### config.mk
export PLATFORM = sky130hd
export DESIGN_NAME = mac_accum_norm
export DESIGN_NICKNAME = d
export VERILOG_FILES = /design/src/rtl/mac_accum_norm.sv
export SDC_FILE = /design/constraint.sdc
export NUM_CORES = 1
export LEC_CHECK = 0
export CORE_ASPECT_RATIO = 1.1
export CORE_MARGIN = 2
export CORE_UTILIZATION = 55
export DETAILED_ROUTE_END_ITERATION = 12
export HOLD_SLACK_MARGIN = 0.05
export PLACE_DENSITY = 0.78
export REMOVE_ABC_BUFFERS = 1
export SYNTH_ARGS = -nofsm -noshare
export SYNTH_HDL_FRONTEND = slang
export SYNTH_SLANG_ARGS = --single-unit
### constraint.sdc
create_clock -name clk -period 6.51 [get_ports clk]
set_input_delay 1.953 -clock clk [delete_from_list [all_inputs] [get_ports clk]]
set_output_delay 1.953 -clock clk [all_outputs]
set_load 0.005 [all_outputs]
### src/rtl/mac_accum_norm.sv
// Product accumulator with round-to-2^-SHIFT, saturation to OUT_W and valid/ready result.
// Define MAC_CONVERGENT_ROUND_EN for round-half-to-even; default build rounds half up.
module mac_accum_norm #(
   parameter int unsigned IN_W  = 49,
   parameter int unsigned ACC_W = 56,
   parameter int unsigned OUT_W = 25,
   parameter int unsigned SHIFT = 24,
   parameter int unsigned CNT_W = 6
) (
   input  logic             clk,
   input  logic             reset,
   input  logic             in_valid,
   output logic             in_ready,
   input  logic [IN_W-1:0]  in_data,
   input  logic             in_last,
   output logic             out_valid,
   input  logic             out_ready,
   output logic [OUT_W-1:0] out_data,
   output logic             out_sat,
   output logic [CNT_W-1:0] term_cnt
);

   localparam int unsigned EXT_W = ACC_W + 1;
   localparam logic [ACC_W-1:0] ACC_MAX = {1'b0, {(ACC_W-1){1'b1}}};
   localparam logic [ACC_W-1:0] ACC_MIN = {1'b1, {(ACC_W-1){1'b0}}};
   localparam logic [EXT_W-1:0] HALF    = EXT_W'(1) << (SHIFT - 1);
   localparam logic signed [EXT_W-1:0] OUT_MAX = EXT_W'((64'd1 << (OUT_W - 1)) - 64'd1);
   localparam logic signed [EXT_W-1:0] OUT_MIN = ~OUT_MAX;

   typedef enum logic [1:0] {ACCUM, ROUND, HOLD} state_t;

   state_t             r_state;
   state_t             w_state_nxt;
   logic [ACC_W-1:0]   r_acc;
   logic               r_ovf;
   logic [CNT_W-1:0]   r_term_cnt;
   logic               r_out_valid;
   logic [OUT_W-1:0]   r_out_data;
   logic               r_out_sat;

   logic               w_accept;
   logic               w_release;
   logic               w_term_last;
   logic [EXT_W-1:0]   w_acc_ext;
   logic [EXT_W-1:0]   w_sum;
   logic               w_add_ovf;
   logic [ACC_W-1:0]   w_acc_nxt;
   logic [EXT_W-1:0]   w_rnd_sum;
   logic signed [EXT_W-1:0] w_r;
   logic               w_clip_hi;
   logic               w_clip_lo;
   logic [OUT_W-1:0]   w_res;

   // State register
   always_ff @(posedge clk or posedge reset) begin
      if (reset) r_state <= ACCUM;
      else       r_state <= w_state_nxt;
   end

   // Next-state logic
   always_comb begin
      w_state_nxt = r_state;
      case (r_state)
         ACCUM:   if (w_accept && (in_last || w_term_last)) w_state_nxt = ROUND;
         ROUND:   w_state_nxt = HOLD;
         HOLD:    if (w_release) w_state_nxt = ACCUM;
         default: w_state_nxt = ACCUM;
      endcase
   end

   // Output decode from registered state
   always_comb begin
      in_ready  = 1'b0;
      w_accept  = 1'b0;
      w_release = 1'b0;
      if (r_state == ACCUM) begin
         in_ready = 1'b1;
         w_accept = in_valid;
      end
      if (r_state == HOLD) w_release = r_out_valid & out_ready;
   end

   assign w_term_last = (r_term_cnt == {CNT_W{1'b1}});

   // Saturating accumulate, one guard bit detects signed overflow
   assign w_acc_ext = {r_acc[ACC_W-1], r_acc};
   assign w_sum     = w_acc_ext + {{(EXT_W-IN_W){in_data[IN_W-1]}}, in_data};
   assign w_add_ovf = w_sum[ACC_W] ^ w_sum[ACC_W-1];
   assign w_acc_nxt = w_add_ovf ? (w_sum[ACC_W] ? ACC_MIN : ACC_MAX) : w_sum[ACC_W-1:0];

   // Rounding and clip to the output word
   assign w_rnd_sum = w_acc_ext + HALF;
   always_comb begin
      w_r = $signed(w_rnd_sum) >>> SHIFT;
`ifdef MAC_CONVERGENT_ROUND_EN
      // Exact tie with an even quotient: truncate instead of rounding up
      if ((r_acc[SHIFT-1:0] == HALF[SHIFT-1:0]) && !r_acc[SHIFT])
         w_r = $signed(w_acc_ext) >>> SHIFT;
`endif
   end

   assign w_clip_hi = (w_r > OUT_MAX);
   assign w_clip_lo = (w_r < OUT_MIN);
   assign w_res     = w_clip_hi ? OUT_MAX[OUT_W-1:0] :
                      w_clip_lo ? OUT_MIN[OUT_W-1:0] : w_r[OUT_W-1:0];

   // Datapath registers
   always_ff @(posedge clk or posedge reset) begin
      if (reset) begin
         r_acc       <= '0;
         r_ovf       <= 1'b0;
         r_term_cnt  <= '0;
         r_out_valid <= 1'b0;
         r_out_data  <= '0;
         r_out_sat   <= 1'b0;
      end else begin
         if (w_accept) begin
            r_acc      <= w_acc_nxt;
            r_ovf      <= r_ovf | w_add_ovf;
            r_term_cnt <= r_term_cnt + CNT_W'(1);
         end
         if (r_state == ROUND) begin
            r_out_valid <= 1'b1;
            r_out_data  <= w_res;
            r_out_sat   <= w_clip_hi | w_clip_lo | r_ovf;
         end
         if (w_release) begin
            r_out_valid <= 1'b0;
            r_acc       <= '0;
            r_ovf       <= 1'b0;
            r_term_cnt  <= '0;
         end
      end
   end

   assign out_valid = r_out_valid;
   assign out_data  = r_out_data;
   assign out_sat   = r_out_sat;
   assign term_cnt  = r_term_cnt;

endmodule

==> impl_results.md <==
- First-pass GRT wire length: 34,900 um
- Starting density of the core: 0.557
- Layout fillers: 1,262
- Syn_area_per_cell: 8.09 um^2
- Global route overflow: 0
- Fin nets: 1,153
- Switch Pwr: 2.31 mW
- Max-slew violations: 0
- Later-pin clock latency in the skew report: 0.36 ns
- CTS H-tree depth: 3
- Via count: 7,614
- ANT cells: 0
- Post-synth EDFFs: 0
- YS warnings: 0
- CP Max Fanout: 23
- Placeable Area: 0.0143 mm^2
- Cell chain of the critical path: clkdlybuf4s50_1 -> ha_1 -> fa_1 -> a211oi_1 -> o21bai_1 -> o2111ai_1 -> a311oi_1 -> and4bb_1 -> o21ai_0 -> a21oi_4 -> buf_4 -> nor3_1 -> o21ai_1
- Critical path startpoint category: input pin
- GPL Wtd Cong: 0.930
- Area of the multi-input gates: 0.00531 mm^2
- Post-CTS Setup Repair Bufs: 0
- Ports: 88
- Sw Share: 0.477
- Vias in the first global route: 7,118
- Largest area contributor in the netlist: dfrtp_1
- Status: finished clean
- Layout cell share with drive strength beyond 1: 0.0488
- RSZ-0062 raised after global routing: false
- Max Fclk: 0.179 GHz
- Internal power: 2.53 mW
- Most frequent cell after synthesis: nand2_1
- Tcrit/Tclk final: 0.859
- TritonCTS clock tree: done
- Routed WL per cell: 17.1 um
- Maximum number of buffers from clock root to sink: 2
- Synth-to-Final Area Change: 15.0%
- Post-synth ARST share: 1.00
- Total die area: 0.0155 mm^2
- Max-slew headroom: 0.311
- Top sig layer: met4
- Synth area leaders: dfrtp_1 (29%), ha_1 (9.1%), nand2_1 (6.7%)
- CTS Buf Count: 9
- Number of routed nets with antenna violations: 0
- Clk_skew: 0.00957 ns
- Number of core rows: 46
- Final core utilization: 0.640
- CP arrival: 5.86 ns
- Worst-Margin Slew: 1.03 ns
- Commonest cells in the netlist: nand2_1 (142), dfrtp_1 (92), a21oi_1 (77), nor3_1 (64), ha_1 (58)
- # hold bufs at CTS: 0
- Leak pwr: 3.87 nW
- Worst EP required: 6.78 ns
- FF+latch area: 0.00230 mm^2
- CP endpoint kind: flip-flop
- Synth Register Bits: 92
- Maximum vdd drop: 238 uV
- Wire length on met3: 1030 um
- Die width: 119 um
- CP peak stage delay: 0.63 ns
- Final hold violation count: 0
- 1st-pass router iterations: 7
- Max cap viols: 0
- Critical path's slowest cell: a21oi_4
- Library cells used by synthesis: 70
- CTS sink cnt: 92
- Sequential-to-total area share from yosys stat: 0.288
- # resized after CTS: 0
- Clock transition at path regs: 0.07 ns
- Seq pwr share: 0.238
- Starting DRT DRC Count: 557
- Cell area power density: 528 mW/mm^2
- Crit path kind: input pin to flip-flop
- Cell Area, Synth: 0.00798 mm^2
- Main synth FF type: dfrtp_1
- DRC viols: 0
- Number of buffers added on ports: 87
- Total Wirelength: 21,100 um
- Global Route Usage Sum: 0.278
- Post-Place Worst Slack: 0.634 ns
- TNS Setup: 0 ns
- Root Driver: clkbuf_16
- Clock share of power: 0.114
- Pin count of the biggest net entering global routing: 59
- DP Wirelength: 15,800 um
- Setup WS post-layout: 0.917 ns
- Antenna violations before repair: 0
- Final instance area: 0.00918 mm^2
- Final worst path period need: 5.59 ns
- Die Y: 130 um
- Logic pwr share: 0.648
- Hold WC Path Type: flip-flop to flip-flop
- DR WL met2: 9820 um
- Via/cell ratio: 6.16
- Routed length on met1: 9630 um
- Top cell type's share of synthesized area: 0.288
- Endpoints failing setup: 0
- Synth Instances: 986
- Post-DP Area: 0.00887 mm^2
-- critical path, delay by kind of cell --
family | cells | cell delay [ns]
buffers and inverters | 2 | 0.82
AOI/OAI and AO/OA | 7 | 2.21
adders and majority gates | 2 | 0.45
and+or+nand+nor | 2 | 0.42
-- cell families after synthesis --
family / Yosys count / share of synthesized area
adders and majority gates: 59 / 0.0934
AOI/OAI and AO/OA: 321 / 0.260
buffers and inverters: 71 / 0.0486
and+or+nand+nor: 370 / 0.229
muxes: 1 / 0.00141
xor gates and xnor gates: 72 / 0.0790
DFF: 92 / 0.288
-- cell type report --
cell class | instances | area share
flip-flops and latches | 92 | 0.251
multi-input cells | 823 | 0.579
clock inverters | 5 | 0.00655
well taps | 192 | 0.0262
repair buffers | 96 | 0.104
clock buffers | 11 | 0.0265
inverters | 18 | 0.00750
-- layout by cell type (no fill, tap or decap), drive strengths merged, types with 4 or more instances in the layout --
cell and count:
a2111oi 4, a211oi 13, a21boi 6, a21o 24, a21oi 78, a221o 15
a22oi 11, a311oi 5, a31oi 5, and2 8, and3 13, and4 7
buf 9, clkbuf 11, clkdlybuf4s50 87, dfrtp 92, ha 58, inv 18
nand2 142, nand2b 5, nand3 29, nand4 22, nor2 37, nor2b 7
nor3 65, nor3b 6, nor4 6, o211ai 13, o21a 9, o21ai 104
o21bai 9, or2 5, or3 11, xnor2 46, xor2 26
-- power by group through the flow --
stage / sequential, mW / clock, mW / combinational, mW
after global placement: 1.14 / 0 / 3.05
final: 1.15 / 0.552 / 3.14
after floorplan: 1.08 / 0 / 2.27
after detailed placement: 1.15 / 0 / 3.09
after CTS: 1.14 / 0.556 / 3.11
after global routing: 1.19 / 0.585 / 3.49
-- stage by stage --
stage / instances / hold WS (ns) / total power [mW]
global placement: 1221 / 0.458 / 4.18
global route: 1237 / 0.514 / 5.27
floorplan: 933 / 0.460 / 3.34
finish: 1237 / 0.471 / 4.84
detailed placement: 1221 / 0.463 / 4.24
CTS: 1237 / 0.480 / 4.81
-- registers in the layout, summed over array words and instances (netlist names) --
name       count
out_data      25
r_acc         56
term_cnt       6
r_state        2
out_valid      1
r_ovf          1
out_sat        1
-- metal layers --
layer  vias to the layer above  global-route usage
li1                       3769                   -
met1                      3566               0.370
met2                       234               0.454
met3                        45              0.0424
met4                         0               0.117
met5                         -                   0
-- path summary, 6_finish.rpt --
path                                           from                  endpoint  slack [ns]  cells past startpoint
setup / recovery                         in_data[0]     r_acc[41]$_DFFE_PP0P_        0.92                     13
hold / removal             out_data[24]$_DFFE_PP0P_  out_data[24]$_DFFE_PP0P_        0.47                      2
setup reg to reg              r_acc[17]$_DFFE_PP0P_     r_acc[41]$_DFFE_PP0P_        2.56                     11
hold reg to reg            out_data[24]$_DFFE_PP0P_  out_data[24]$_DFFE_PP0P_        0.47                      2
max in group asynchronous                     reset  out_data[23]$_DFFE_PP0P_        3.41                      3
min in group asynchronous                     reset     r_acc[29]$_DFFE_PP0P_        2.12                      2
(Power assumes the default switching activity.)
